==> config.mk <==
export PLATFORM = sky130hd
export DESIGN_NAME = c1541_head_ctrl_flat
export DESIGN_NICKNAME = d
export VERILOG_FILES = /design/src/rtl/c1541_pkg.sv /design/src/rtl/c1541_head_ctrl_if.sv /design/src/rtl/c1541_step_decode.sv /design/src/rtl/c1541_head_ctrl.sv /design/src/flat_wrapper.sv
export SDC_FILE = /design/constraint.sdc
export NUM_CORES = 1
export LEC_CHECK = 0
export ABC_AREA = 0
export ABC_CLOCK_PERIOD_IN_PS = 2900
export CORE_MARGIN = 5
export CORE_UTILIZATION = 44
export DETAILED_ROUTE_END_ITERATION = 10
export PLACE_DENSITY_LB_ADDON = 0.3
export SLEW_MARGIN = 20
export SYNTH_ARGS = -nofsm -noshare
export SYNTH_HDL_FRONTEND = slang
export SYNTH_SLANG_ARGS = --single-unit
export TNS_END_PERCENT = 30
==> constraint.sdc <==
create_clock -name clk_c1541 -period 2.9 [get_ports clk_c1541]
set_input_delay 0.435 -clock clk_c1541 [delete_from_list [all_inputs] [get_ports clk_c1541]]
set_output_delay 0.435 -clock clk_c1541 [all_outputs]
set_load 0.02 [all_outputs]
==> src/rtl/c1541_pkg.sv <==
// rtl/c1541_pkg.sv - shared types, limits and stepper decode for the c1541 head controller
package c1541_pkg;

    localparam int MAX_HT = 80;
    localparam int MIN_HT = 2;

    typedef enum logic [2:0] {
        ST_IDLE,
        ST_SETTLE,
        ST_SAVE_REQ,
        ST_SAVE_WAIT,
        ST_LOAD_REQ,
        ST_LOAD_WAIT
    } head_state_e;

    typedef enum logic [1:0] {
        STEP_NONE = 2'd0,
        STEP_OUT  = 2'd1,
        STEP_IN   = 2'd2
    } step_dir_e;

    // Phases advance 0,2,1,3 going outward; a jump by two phases is ambiguous and ignored.
    function automatic step_dir_e step_dir(input logic [1:0] prev, input logic [1:0] curr);
        step_dir_e dir;
        case ({prev, curr})
            4'b00_10, 4'b10_01, 4'b01_11, 4'b11_00: dir = STEP_OUT;
            4'b00_11, 4'b10_00, 4'b01_10, 4'b11_01: dir = STEP_IN;
            default:                                dir = STEP_NONE;
        endcase
        return dir;
    endfunction

endpackage

==> src/rtl/c1541_head_ctrl_if.sv <==
// rtl/c1541_head_ctrl_if.sv - drive-logic / track-loader signals of the head controller
interface c1541_head_ctrl_if;
    logic [1:0] stp;
    logic       mtr;
    logic       buff_we;
    logic       disk_change;
    logic       busy;
    logic [6:0] half_track;
    logic [5:0] track;
    logic [5:0] req_track;
    logic       save_req;
    logic       load_req;
    logic       tr00_sense_n;
    logic       ready;

    modport master (
        output stp, mtr, buff_we, disk_change, busy,
        input  half_track, track, req_track, save_req, load_req, tr00_sense_n, ready
    );

    modport slave (
        input  stp, mtr, buff_we, disk_change, busy,
        output half_track, track, req_track, save_req, load_req, tr00_sense_n, ready
    );
endinterface

==> src/rtl/c1541_step_decode.sv <==
// rtl/c1541_step_decode.sv - stepper phase history to one-cycle inc/dec pulses
module c1541_step_decode
    import c1541_pkg::*;
(
    input  logic       clk_c1541,
    input  logic [1:0] stp_i,
    input  logic       mtr_i,
    output logic       step_inc_o,
    output logic       step_dec_o
);

    logic [1:0] stp_q;
    step_dir_e  dir;

    // Tracks the phase even in reset so a static phase never looks like a step afterwards.
    always_ff @(posedge clk_c1541) begin
        stp_q <= stp_i;
    end

    assign dir        = step_dir(stp_q, stp_i);
    assign step_inc_o = mtr_i && (dir == STEP_OUT);
    assign step_dec_o = mtr_i && (dir == STEP_IN);

endmodule

==> src/rtl/c1541_head_ctrl.sv <==
// rtl/c1541_head_ctrl.sv - head position tracking and track buffer save/load sequencing
module c1541_head_ctrl
    import c1541_pkg::*;
#(
    parameter int SETTLE_CYC = 320000,
    parameter int ACK_TMO    = 16,
    parameter int INIT_HT    = 36
) (
    input  logic                clk_c1541,
    input  logic                reset,
    c1541_head_ctrl_if.slave    hif
);

    localparam int CNT_W = $clog2(SETTLE_CYC + 1);
    localparam int TMO_W = $clog2(ACK_TMO + 1);

    head_state_e        state_q, state_d;
    logic [6:0]         half_track_q, half_track_d;
    logic [CNT_W-1:0]   cnt_q, cnt_d;
    logic               dirty_q, dirty_d;
    logic               loaded_valid_q, loaded_valid_d;
    logic [5:0]         loaded_track_q, loaded_track_d;
    logic [5:0]         req_track_q, req_track_d;
    logic               seen_busy_q, seen_busy_d;
    logic [TMO_W-1:0]   tmo_q, tmo_d;
    logic               mtr_q;
    logic               ready_q;

    logic               step_inc, step_dec, stepped, mtr_fall, done;
    logic [5:0]         track_w;

    c1541_step_decode u_step (
        .clk_c1541  (clk_c1541),
        .stp_i      (hif.stp),
        .mtr_i      (hif.mtr),
        .step_inc_o (step_inc),
        .step_dec_o (step_dec)
    );

    assign track_w  = half_track_q[6:1];
    assign stepped  = step_inc | step_dec;
    assign mtr_fall = mtr_q & ~hif.mtr;

    always_comb begin
        state_d        = state_q;
        half_track_d   = half_track_q;
        cnt_d          = cnt_q;
        dirty_d        = dirty_q;
        loaded_valid_d = loaded_valid_q;
        loaded_track_d = loaded_track_q;
        req_track_d    = req_track_q;
        seen_busy_d    = seen_busy_q;
        tmo_d          = tmo_q;
        done           = 1'b0;

        if (step_inc && half_track_q < 7'(MAX_HT)) begin
            half_track_d = half_track_q + 7'd1;
        end else if (step_dec && half_track_q > 7'(MIN_HT)) begin
            half_track_d = half_track_q - 7'd1;
        end

        if (hif.buff_we && loaded_valid_q) begin
            dirty_d = 1'b1;
        end

        case (state_q)
            ST_IDLE: begin
                if (mtr_fall && dirty_q) begin
                    state_d = ST_SAVE_REQ;
                end else if (stepped) begin
                    state_d = ST_SETTLE;
                end else if (hif.mtr && (!loaded_valid_q || loaded_track_q != track_w)) begin
                    state_d = ST_SETTLE;
                    cnt_d   = CNT_W'(SETTLE_CYC);
                end
            end
            ST_SETTLE: begin
                if (mtr_fall && dirty_q) begin
                    state_d = ST_SAVE_REQ;
                end else if (!stepped) begin
                    if (cnt_q == '0) begin
                        state_d = dirty_q ? ST_SAVE_REQ : ST_LOAD_REQ;
                    end else begin
                        cnt_d = cnt_q - CNT_W'(1);
                    end
                end
            end
            ST_SAVE_REQ: begin
                dirty_d     = 1'b0;
                seen_busy_d = 1'b0;
                tmo_d       = '0;
                state_d     = ST_SAVE_WAIT;
            end
            ST_LOAD_REQ: begin
                seen_busy_d = 1'b0;
                tmo_d       = '0;
                state_d     = ST_LOAD_WAIT;
            end
            ST_SAVE_WAIT, ST_LOAD_WAIT: begin
                // A loader that never raises busy is assumed to have finished instantly.
                if (hif.busy) begin
                    seen_busy_d = 1'b1;
                end else if (seen_busy_q || tmo_q == TMO_W'(ACK_TMO - 1)) begin
                    done = 1'b1;
                end else begin
                    tmo_d = tmo_q + TMO_W'(1);
                end
                if (done) begin
                    if (state_q == ST_SAVE_WAIT) begin
                        state_d = (hif.mtr && track_w != loaded_track_q) ? ST_LOAD_REQ : ST_IDLE;
                    end else begin
                        loaded_track_d = req_track_q;
                        loaded_valid_d = 1'b1;
                        state_d        = ST_IDLE;
                    end
                end
            end
            default: state_d = ST_IDLE;
        endcase

        if (stepped) begin
            cnt_d = CNT_W'(SETTLE_CYC);
        end

        if (hif.disk_change) begin
            dirty_d        = 1'b0;
            loaded_valid_d = 1'b0;
        end

        // req_track is captured on entry so it is valid alongside the request pulse.
        if (state_d == ST_SAVE_REQ) begin
            req_track_d = loaded_track_q;
        end else if (state_d == ST_LOAD_REQ) begin
            req_track_d = half_track_d[6:1];
        end
    end

    always_ff @(posedge clk_c1541) begin
        if (reset) begin
            state_q        <= ST_IDLE;
            half_track_q   <= 7'(INIT_HT);
            cnt_q          <= '0;
            dirty_q        <= 1'b0;
            loaded_valid_q <= 1'b0;
            loaded_track_q <= '0;
            req_track_q    <= '0;
            seen_busy_q    <= 1'b0;
            tmo_q          <= '0;
            ready_q        <= 1'b0;
        end else begin
            state_q        <= state_d;
            half_track_q   <= half_track_d;
            cnt_q          <= cnt_d;
            dirty_q        <= dirty_d;
            loaded_valid_q <= loaded_valid_d;
            loaded_track_q <= loaded_track_d;
            req_track_q    <= req_track_d;
            seen_busy_q    <= seen_busy_d;
            tmo_q          <= tmo_d;
            ready_q        <= (state_q == ST_IDLE) && loaded_valid_q &&
                              (loaded_track_q == track_w) && !hif.disk_change;
        end
        mtr_q <= hif.mtr;
    end

    assign hif.half_track   = half_track_q;
    assign hif.track        = track_w;
    assign hif.req_track    = req_track_q;
    assign hif.save_req     = (state_q == ST_SAVE_REQ);
    assign hif.load_req     = (state_q == ST_LOAD_REQ);
    assign hif.tr00_sense_n = (track_w != 6'd0);
    assign hif.ready        = ready_q;

endmodule

==> src/flat_wrapper.sv <==
// flat-port wrapper written by rule: the top's interface ports become plain ports
module c1541_head_ctrl_flat import c1541_pkg::*;
#(
    parameter int SETTLE_CYC = 320000,
    parameter int ACK_TMO    = 16,
    parameter int INIT_HT    = 36
)
  (clk_c1541, reset, hif_stp, hif_mtr, hif_buff_we, hif_disk_change, hif_busy, hif_half_track, hif_track, hif_req_track, hif_save_req, hif_load_req, hif_tr00_sense_n, hif_ready);
  c1541_head_ctrl_if hif_i ();
  input  logic clk_c1541;
  input  logic reset;
  input wire logic [$bits(hif_i.stp)-1:0] hif_stp;
  input wire logic [$bits(hif_i.mtr)-1:0] hif_mtr;
  input wire logic [$bits(hif_i.buff_we)-1:0] hif_buff_we;
  input wire logic [$bits(hif_i.disk_change)-1:0] hif_disk_change;
  input wire logic [$bits(hif_i.busy)-1:0] hif_busy;
  output wire logic [$bits(hif_i.half_track)-1:0] hif_half_track;
  output wire logic [$bits(hif_i.track)-1:0] hif_track;
  output wire logic [$bits(hif_i.req_track)-1:0] hif_req_track;
  output wire logic [$bits(hif_i.save_req)-1:0] hif_save_req;
  output wire logic [$bits(hif_i.load_req)-1:0] hif_load_req;
  output wire logic [$bits(hif_i.tr00_sense_n)-1:0] hif_tr00_sense_n;
  output wire logic [$bits(hif_i.ready)-1:0] hif_ready;
  assign hif_i.stp = hif_stp;
  assign hif_i.mtr = hif_mtr;
  assign hif_i.buff_we = hif_buff_we;
  assign hif_i.disk_change = hif_disk_change;
  assign hif_i.busy = hif_busy;
  assign hif_half_track = hif_i.half_track;
  assign hif_track = hif_i.track;
  assign hif_req_track = hif_i.req_track;
  assign hif_save_req = hif_i.save_req;
  assign hif_load_req = hif_i.load_req;
  assign hif_tr00_sense_n = hif_i.tr00_sense_n;
  assign hif_ready = hif_i.ready;
  c1541_head_ctrl #(.SETTLE_CYC(SETTLE_CYC), .ACK_TMO(ACK_TMO), .INIT_HT(INIT_HT)) u_core (.clk_c1541(clk_c1541), .reset(reset), .hif(hif_i));
endmodule
==> results.ini, run 1 <==
[sta]
relSlewSlack_pct=51.85
drv_slew=0
finalSetupViolations=0
fin_setup_tns_ns=0
fin_skew_ns=0.009241
setup_ws_ns=0.3229
hold_viol=0
post-route-period-util_pct=88.86
fmax_mhz=388.0
period_needed_ns=2.577
rsz0062_at_grt=false
tightest_slew_ns=0.7130

[pwr]
swShare_pct=32.69
p_per_area_nw_per_um2=492.2
pwr-share-comb_pct=25.6
power.leakage_nw=1.320
ir_drop_uv=241.4
p_clk_share_pct=25.5
power.internal_mw=1.122
switchingPower_mw=0.5449
seq_power_share_pct=48.9

[global_routing]
overflow=0
grt_usage_pct=16.39
first_global_vias=2408
grt_pass1_wl_microns=11560
antenna_found_initial=0
grt_max_degree=28

[yosys]
async_reset_ff_share_pct=0
synth_edf_count=0
synth-main-ff-cell=dfxtp_1
synth_top_area_cell=dfxtp_1
synth_area_leaders=dfxtp_1 36%, xor2_1 5.0%, a21oi_1 4.1%, nor2_1 3.8%, mux2i_1 3.1%
yosysWarnings=0
synth_compound_area_share_pct=17.78
synth.ff_latch_count=53
synth_cell_types=60
synthAdderAreaFrac_pct=2.121
syn-cell-area_sq_um=2949
syn_inst=336
synth_top_area_share_pct=35.98
avgSynthCellArea_sq_um=8.777
synthTopCellsByCount=53 x dfxtp_1, 30 x nor2_1, 24 x a21oi_1
synthSimpleGateAreaFrac_pct=28.21
synthXorXnorAreaFrac_pct=6.534
yosysMostFrequentCell=dfxtp_1
synth_top_family_by_area=simple AND/OR/NAND/NOR gates
synthesis.nets=349
yosysSeqAreaShare_pct=35.98
synth_mux_area_share_pct=3.437

[finish]
drive_above_1_share_pct=10.99
areaGrowthSynthToFinish_pct=14.81
fin_nets=376
multi_input_area_sq_um=1713
diodes=0
seqCellArea_sq_um=1061
nFillCells=603

[flow_run]
max-cap-violations=0

[clock_network]
cts_tree=done
clock_tree.buffer_depth=2
clkSlewWorstSetupHoldPaths_ns=0.10
clock_tree.root_cell=clkbuf_8
post_cts_buffers=0
hold_buffers=0
cts.repair.resized=0
htreeDepth=2
clock_sinks=53
cts-buffers-inserted=5
clk_latency_ns=0.31

[worst_setup_path]
crit_cells=8
path_max_fanout=4
rr_worst_depth=8
critPathBufInv=0
path_class=register to register
path_cells=ha_1 -> and3_1 -> ha_1 -> o21ba_2 -> o21ai_0 -> o211ai_1 -> and4_1 -> a221o_1
cp-end-kind=register
path_delay_family=compound AO/OA/AOI/OAI gates
start_kind=register
required_ns=3.11
arrival_ns=2.79
max_stage_delay_ns=0.47
cp_slowest_cell=o21ai_0
crit_top_cell=ha_1

[hold_path]
min_path_cells=2
worstHoldPathType=register to register

[die]
die_area_sq_um=8440
num_io_pins=31
die_w_microns=91.87
initial_utilization_pct=45.92
dieHeight_microns=91.87
core_sq_um=6422
row_count=29

[drt]
vias=2552
drtPass1Iterations=4
detail_route.iter0.violations=148
ant_nets=0
wl_per_cell_microns=15.21
viasPerCell=5.787
drc=0
routed_wl_microns=6707

[placement]
dp_slack_ns=0.2140
routabilityCongestion=0.9261
port_buffers=30
hpwl_microns=4882

[run_status]
status=completed

tightest hold or removal path: stages (launching register included):
cell	delay, ns
dfxtp_1	0.34
o31ai_1	0.07
a21oi_1	0.06
flip-flops by register name (all words and copies together) (netlist names):
name / cells
u_core.cnt_q: 19
u_core.hif.ready: 1
u_core.mtr_q: 1
u_core.hif.req_track: 6
u_core.loaded_valid_q: 1
u_core.seen_busy_q: 1
u_core.dirty_q: 1
u_core.hif.half_track: 7
u_core.loaded_track_q: 6
u_core.state_q: 3
u_core.u_step.stp_q: 2
u_core.tmo_q: 5
metal layers:
layer,track usage [%],up-vias,part of all wire (%)
met5,0,-,0
met4,4.455,0,1.1
met3,3.519,6,6.2
met2,25.18,59,44
met1,23.25,1203,49
li1,-,1284,-
final cells by class:
class | count | area share, %
Tap cell | 77 | 2.846
Multi-Input combinational cell | 250 | 50.59
Clock inverter | 2 | 0.4435
Timing Repair Buffer | 41 | 11.31
Clock buffer | 6 | 2.143
Inverter | 12 | 1.330
Sequential cell | 53 | 31.34
power by group through the flow:
stage               Clock, mW  Combinational [mW]  Sequential, mW
global placement            0               0.416           0.829
finish                  0.425               0.427           0.815
floorplan                   0               0.321           0.825
detailed placement          0               0.424           0.830
global route            0.463               0.474           0.822
CTS                     0.438               0.426           0.814
layout by cell type, fill, tap and decap left out, drive strengths merged, types with 6 or more instances in the layout:
master and instances:
inv 12, nand4 9, or4 12, buf 11
mux2i 9, nor2 30, xor2 17, clkbuf 6
nor4b 6, nand2 21, dfxtp 53, nor4 8
o31ai 12, nand2b 9, and2 6, nand3 9
clkdlybuf4s50 30, a21oi 26, or3 7
final timing paths:
path	to	start	slack, ns
hold reg to reg	u_core.cnt_q[17]$_SDFFE_PP0P_	u_core.cnt_q[17]$_SDFFE_PP0P_	0.50
hold / removal	u_core.cnt_q[17]$_SDFFE_PP0P_	u_core.cnt_q[17]$_SDFFE_PP0P_	0.50
setup reg to reg	u_core.hif.req_track[4]$_SDFFE_PP0P_	u_core.tmo_q[0]$_SDFFE_PP0P_	0.32
setup / recovery	u_core.hif.req_track[4]$_SDFFE_PP0P_	u_core.tmo_q[0]$_SDFFE_PP0P_	0.32
per-stage QoR:
stage               hold WS [ns]  total power [mW]  cell area, sq um  utilization (%)  std cells
detailed placement        0.4736             1.254              3298            51.35        433
floorplan                 0.4520             1.146              2949                -        336
global placement          0.4657             1.245              3298            51.35        433
global route              0.5253             1.759              3386            52.72        441
finish                    0.4953             1.667              3386            52.72        441
CTS                       0.4908             1.677              3386            52.72        441
kinds of logic (layout without fill, tap and decap cells):
kind of cell / count (synthesis) / count (layout)
AND/OR/NAND/NOR: 143 / 143
AO/OA/AOI/OAI: 70 / 70
flip-flops: 53 / 53
buffers and inverters: 33 / 61
XOR/XNOR: 22 / 22
multiplexers: 10 / 10
adder cells (fa/ha/maj): 5 / 5
Note: power is estimated with default switching activity, not from simulation.
==> inputs of run 2 (changes only) <==
--- a/config.mk
+++ b/config.mk
@@ -7,10 +7,11 @@
 export LEC_CHECK = 0
 export ABC_AREA = 0
 export ABC_CLOCK_PERIOD_IN_PS = 2900
+export CORE_ASPECT_RATIO = 0.9
 export CORE_MARGIN = 5
 export CORE_UTILIZATION = 44
 export DETAILED_ROUTE_END_ITERATION = 10
-export PLACE_DENSITY_LB_ADDON = 0.3
+export PLACE_DENSITY = 0.68
 export SLEW_MARGIN = 20
 export SYNTH_ARGS = -nofsm -noshare
 export SYNTH_HDL_FRONTEND = slang
==> results.ini, run 2 (synthesis gave the netlist of run 1 again) <==
[global_routing]
grt_usage_pct=16.66
first_global_vias=2311
antenna_found_initial=0
grt_max_degree=29
overflow=0
grt_pass1_wl_microns=11140

[clock_network]
cts_tree=done
clock_tree.root_cell=clkbuf_8
post_cts_buffers=0
clk_latency_ns=0.31
cts.repair.resized=0
hold_buffers=0
clock_sinks=53
clkSlewWorstSetupHoldPaths_ns=0.09
htreeDepth=2
cts-buffers-inserted=5
clock_tree.buffer_depth=2

[sta]
fin_skew_ns=0.005911
relSlewSlack_pct=59.24
drv_slew=0
fmax_mhz=401.2
hold_viol=0
period_needed_ns=2.492
finalSetupViolations=0
rsz0062_at_grt=false
fin_setup_tns_ns=0
tightest_slew_ns=0.6100
post-route-period-util_pct=85.94

[finish]
fin_nets=377
drive_above_1_share_pct=11.23
layout_commonest_cell=dfxtp_1
nFillCells=656
final_cells=455
areaGrowthSynthToFinish_pct=15.44
largest_reg_flops=19
diodes=0
final_cell_mix=53 x dfxtp_1, 30 x nor2_1, 30 x clkdlybuf4s50_1
largest_register=u_core.cnt_q

[drt]
routed_wl_microns=6763
detail_route.iter0.violations=148
drtPass1Iterations=5
viasPerCell=5.578
drc=0
vias=2538
wl_per_cell_microns=14.86
ant_nets=0

[worst_setup_path]
arrival_ns=2.70
rr_worst_depth=9
startpoint=u_core.tmo_q[0]$_SDFFE_PP0P_
required_ns=3.10
path_class=register to register
r2r_end=u_core.hif.req_track[4]$_SDFFE_PP0P_
regToRegStartpoint=u_core.tmo_q[0]$_SDFFE_PP0P_
ff2ff_setup_slack_ns=0.41
start_kind=register
path_max_fanout=4
cp-end-kind=register
crit_path_end=u_core.hif.req_track[4]$_SDFFE_PP0P_

[placement]
port_buffers=30
routabilityCongestion=0.8850
dp_cells=447
hpwl_microns=5068

[flow_run]
max-cap-violations=0

[die]
core_sq_um=6551
num_io_pins=31
die_area_sq_um=8442
row_count=28
dieHeight_microns=87.67
initial_utilization_pct=45.02
die_w_microns=96.30

[pwr]
p_per_area_nw_per_um2=487.9
power.leakage_nw=1.331
ir_drop_uv=275.3

[hold_path]
worstHoldPathType=register to register
hp-start=u_core.cnt_q[16]$_SDFFE_PP0P_

[run_status]
status=completed

[run 2: cell count changes in the layout (fill, tap and decap cells not counted)]
cell and change:
clkinvlp_4 -2, clkinv_2 +2, buf_4 +1
[run 2: how the worst min path moves through the flow]
| stage | cells past startpoint | slack (ns) | end |
|---|---|---|---|
| after CTS | 2 | 0.49 | u_core.cnt_q[16]$_SDFFE_PP0P_ |
| final | 2 | 0.49 | u_core.cnt_q[16]$_SDFFE_PP0P_ |
| after detailed placement | 2 | 0.48 | u_core.cnt_q[16]$_SDFFE_PP0P_ |
| after global placement | 2 | 0.47 | u_core.cnt_q[16]$_SDFFE_PP0P_ |
| after global routing | 2 | 0.51 | u_core.cnt_q[16]$_SDFFE_PP0P_ |
| after floorplan | 2 | 0.45 | u_core.cnt_q[16]$_SDFFE_PP0P_ |
[run 2: cell type report]
| type | count | area, sq um | area share [%] |
|---|---|---|---|
| multi-input cells | 250 | 1713 | 50.31 |
| flip-flops and latches | 53 | 1061 | 31.17 |
| repair buffers | 42 | 390.4 | 11.47 |
| well taps | 90 | 112.6 | 3.308 |
| clock buffers | 6 | 72.57 | 2.132 |
| inverters | 12 | 45.04 | 1.323 |
| clock inverters | 2 | 10.01 | 0.2940 |
[run 2: report_power, final]
group          internal [mW]  switching [mW]
logic                  0.192           0.247
clock network          0.168           0.239
registers              0.767          0.0476
[run 2: critical path, cell delays in order (launching register included)]
cell	delay, ns
dfxtp_1	0.34
ha_1	0.21
and3_1	0.19
ha_1	0.19
o21ba_2	0.21
and2_1	0.18
a211oi_1	0.40
o41ai_1	0.17
buf_4	0.17
a221o_1	0.33
[run 2: layer usage]
| metal | track usage (%) | vias up | part of all wire [%] |
|---|---|---|---|
| met4 | 3.822 | 0 | 0.84 |
| met3 | 3.436 | 7 | 4.4 |
| met2 | 25.08 | 57 | 45 |
| li1 | - | 1284 | - |
| met1 | 24.44 | 1190 | 50 |
| met5 | 0 | - | 0 |
[run 2: through the flow]
| stage | setup slack, ns | area (sq um) | power (mW) | hold slack (ns) | util (%) |
|---|---|---|---|---|---|
| final | 0.4076 | 3405 | 1.661 | 0.4881 | 51.97 |
| after global routing | 0.1713 | 3405 | 1.769 | 0.5106 | 51.97 |
| after CTS | 0.3974 | 3405 | 1.672 | 0.4897 | 51.97 |
| after detailed placement | 0.2479 | 3322 | 1.267 | 0.4754 | 50.71 |
| after global placement | 0.2732 | 3322 | 1.257 | 0.4682 | 50.71 |
| after floorplan | 0.6005 | 2949 | 1.146 | 0.4520 | - |
==> inputs of run 3 (changes only) <==
--- a/config.mk
+++ b/config.mk
@@ -7,11 +7,14 @@
 export LEC_CHECK = 0
 export ABC_AREA = 0
 export ABC_CLOCK_PERIOD_IN_PS = 2900
+export CAP_MARGIN = 20
+export CELL_PAD_IN_SITES_DETAIL_PLACEMENT = 1
+export CELL_PAD_IN_SITES_GLOBAL_PLACEMENT = 1
 export CORE_ASPECT_RATIO = 0.9
 export CORE_MARGIN = 5
-export CORE_UTILIZATION = 44
+export CORE_UTILIZATION = 43
 export DETAILED_ROUTE_END_ITERATION = 10
-export PLACE_DENSITY = 0.68
+export PLACE_DENSITY = 0.82
 export SLEW_MARGIN = 20
 export SYNTH_ARGS = -nofsm -noshare
 export SYNTH_HDL_FRONTEND = slang
==> results.ini, run 3 (synthesis gave the netlist of run 1 again) <==
[drt]
drc=0
detail_route.iter0.violations=100
routed_wl_microns=7702
ant_nets=0
viasPerCell=5.649
drtPass1Iterations=4
vias=2576
wl_per_cell_microns=16.89

[die]
core_sq_um=6621
num_io_pins=31
die_area_sq_um=8617
row_count=28
die_w_microns=97.30
dieHeight_microns=88.57
initial_utilization_pct=44.54

[run_status]
status=completed

[placement]
placed_area_sq_um=3337
routabilityCongestion=0.9457
port_buffers=30
hpwl_microns=5913

[finish]
drive_above_1_share_pct=11.48
diodes=0
largest_reg_flops=19
largest_register=u_core.cnt_q
seqCellArea_sq_um=1061
fin_nets=379
final_cell_mix=53 x dfxtp_1, 30 x nor2_1, 30 x clkdlybuf4s50_1
nFillCells=785
final_area_sq_um=3423
layout_commonest_cell=dfxtp_1
multi_input_area_sq_um=1713
areaGrowthSynthToFinish_pct=16.08

[clock_network]
clk_latency_ns=0.30
clkSlewWorstSetupHoldPaths_ns=0.09
clock_sinks=53
cts.repair.resized=0
cts-buffers-inserted=5
hold_buffers=0
cts_tree=done
post_cts_buffers=0
clock_tree.root_cell=clkbuf_8
clock_tree.buffer_depth=2
htreeDepth=2

[global_routing]
first_global_vias=2566
grt_max_degree=28
antenna_found_initial=0
grt_pass1_wl_microns=12930
overflow=0
grt_usage_pct=18.37

[sta]
drv_slew=0
relSlewSlack_pct=55.75
fin_setup_tns_ns=0
fmax_mhz=386.2
finalSetupViolations=0
fin_skew_ns=0.004412
tightest_slew_ns=0.6576
rsz0062_at_grt=false
post-route-period-util_pct=89.29
period_needed_ns=2.590
hold_viol=0

[worst_setup_path]
required_ns=2.47
cp-end-kind=primary output
cp_slowest_cell=clkdlybuf4s50_1
arrival_ns=2.15
path_class=register to primary output
path_cells=nor3b_1 -> clkdlybuf4s50_1
ff2ff_setup_slack_ns=0.37
path_max_fanout=11
start_kind=register
max_stage_delay_ns=0.73

[hold_path]
worstHoldPathType=register to register

[flow_run]
max-cap-violations=0

[pwr]
ir_drop_uv=249.1
power.leakage_nw=1.340
p_per_area_nw_per_um2=489.6

==> run 3: cell count changes in the layout (fill, tap and decap cells not counted), sizes merged <==
cell / before / now
clkinv: 2 / 0
buf: 12 / 14
clkbuf: 6 / 7
==> run 3: power breakdown <==
part / internal (mW) / leakage [nW] / switching [mW]
Sequential: 0.767 / 0.432 / 0.0457
Combinational: 0.190 / 0.864 / 0.254
Clock: 0.190 / 0.0443 / 0.229
==> run 3: final cells by class <==
type | instances | share of cell area (%)
Clock buffer | 7 | 2.522
Tap cell | 90 | 3.289
Inverter | 12 | 1.316
Sequential cell | 53 | 30.99
Timing Repair Buffer | 44 | 11.84
Multi-Input combinational cell | 250 | 50.04
==> run 3: worst max-delay path, delay by kind of cell (launching register included) <==
family | cells | cell delay [ns]
flip-flops | 1 | 0.58
buffers and inverters | 1 | 0.73
AND/OR/NAND/NOR | 1 | 0.55
==> run 3: per-layer routing <==
layer	global-route usage [%]	vias up	part of all wire, %	wire, microns
li1	-	1292	-	-
met1	25.36	1248	51	3900
met2	30.89	34	46	3572
met3	3.310	2	2.7	205
met4	3.145	0	0.30	23
met5	0	-	0	0
==> run 3: worst paths after layout <==
check / start / endpoint / cells after the start
min: u_core.cnt_q[17]$_SDFFE_PP0P_ / u_core.cnt_q[17]$_SDFFE_PP0P_ / 2
max: u_core.state_q[1]$_SDFF_PP0_ / hif_save_req / 2
max reg2reg: u_core.tmo_q[0]$_SDFFE_PP0P_ / u_core.hif.req_track[0]$_SDFFE_PP0P_ / 9
min reg2reg: u_core.cnt_q[17]$_SDFFE_PP0P_ / u_core.cnt_q[17]$_SDFFE_PP0P_ / 2
==> run 3: through the flow <==
step | hold WS, ns | instances | setup WS, ns | util [%] | power, mW
final | 0.4955 | 456 | 0.3105 | 51.70 | 1.676
after global routing | 0.5338 | 456 | 0.1324 | 51.70 | 1.785
after CTS | 0.4995 | 456 | 0.2901 | 51.70 | 1.695
after detailed placement | 0.4879 | 449 | 0.2274 | 50.40 | 1.273
after global placement | 0.4667 | 449 | 0.2832 | 50.40 | 1.254
after floorplan | 0.4520 | 336 | 0.6005 | - | 1.146
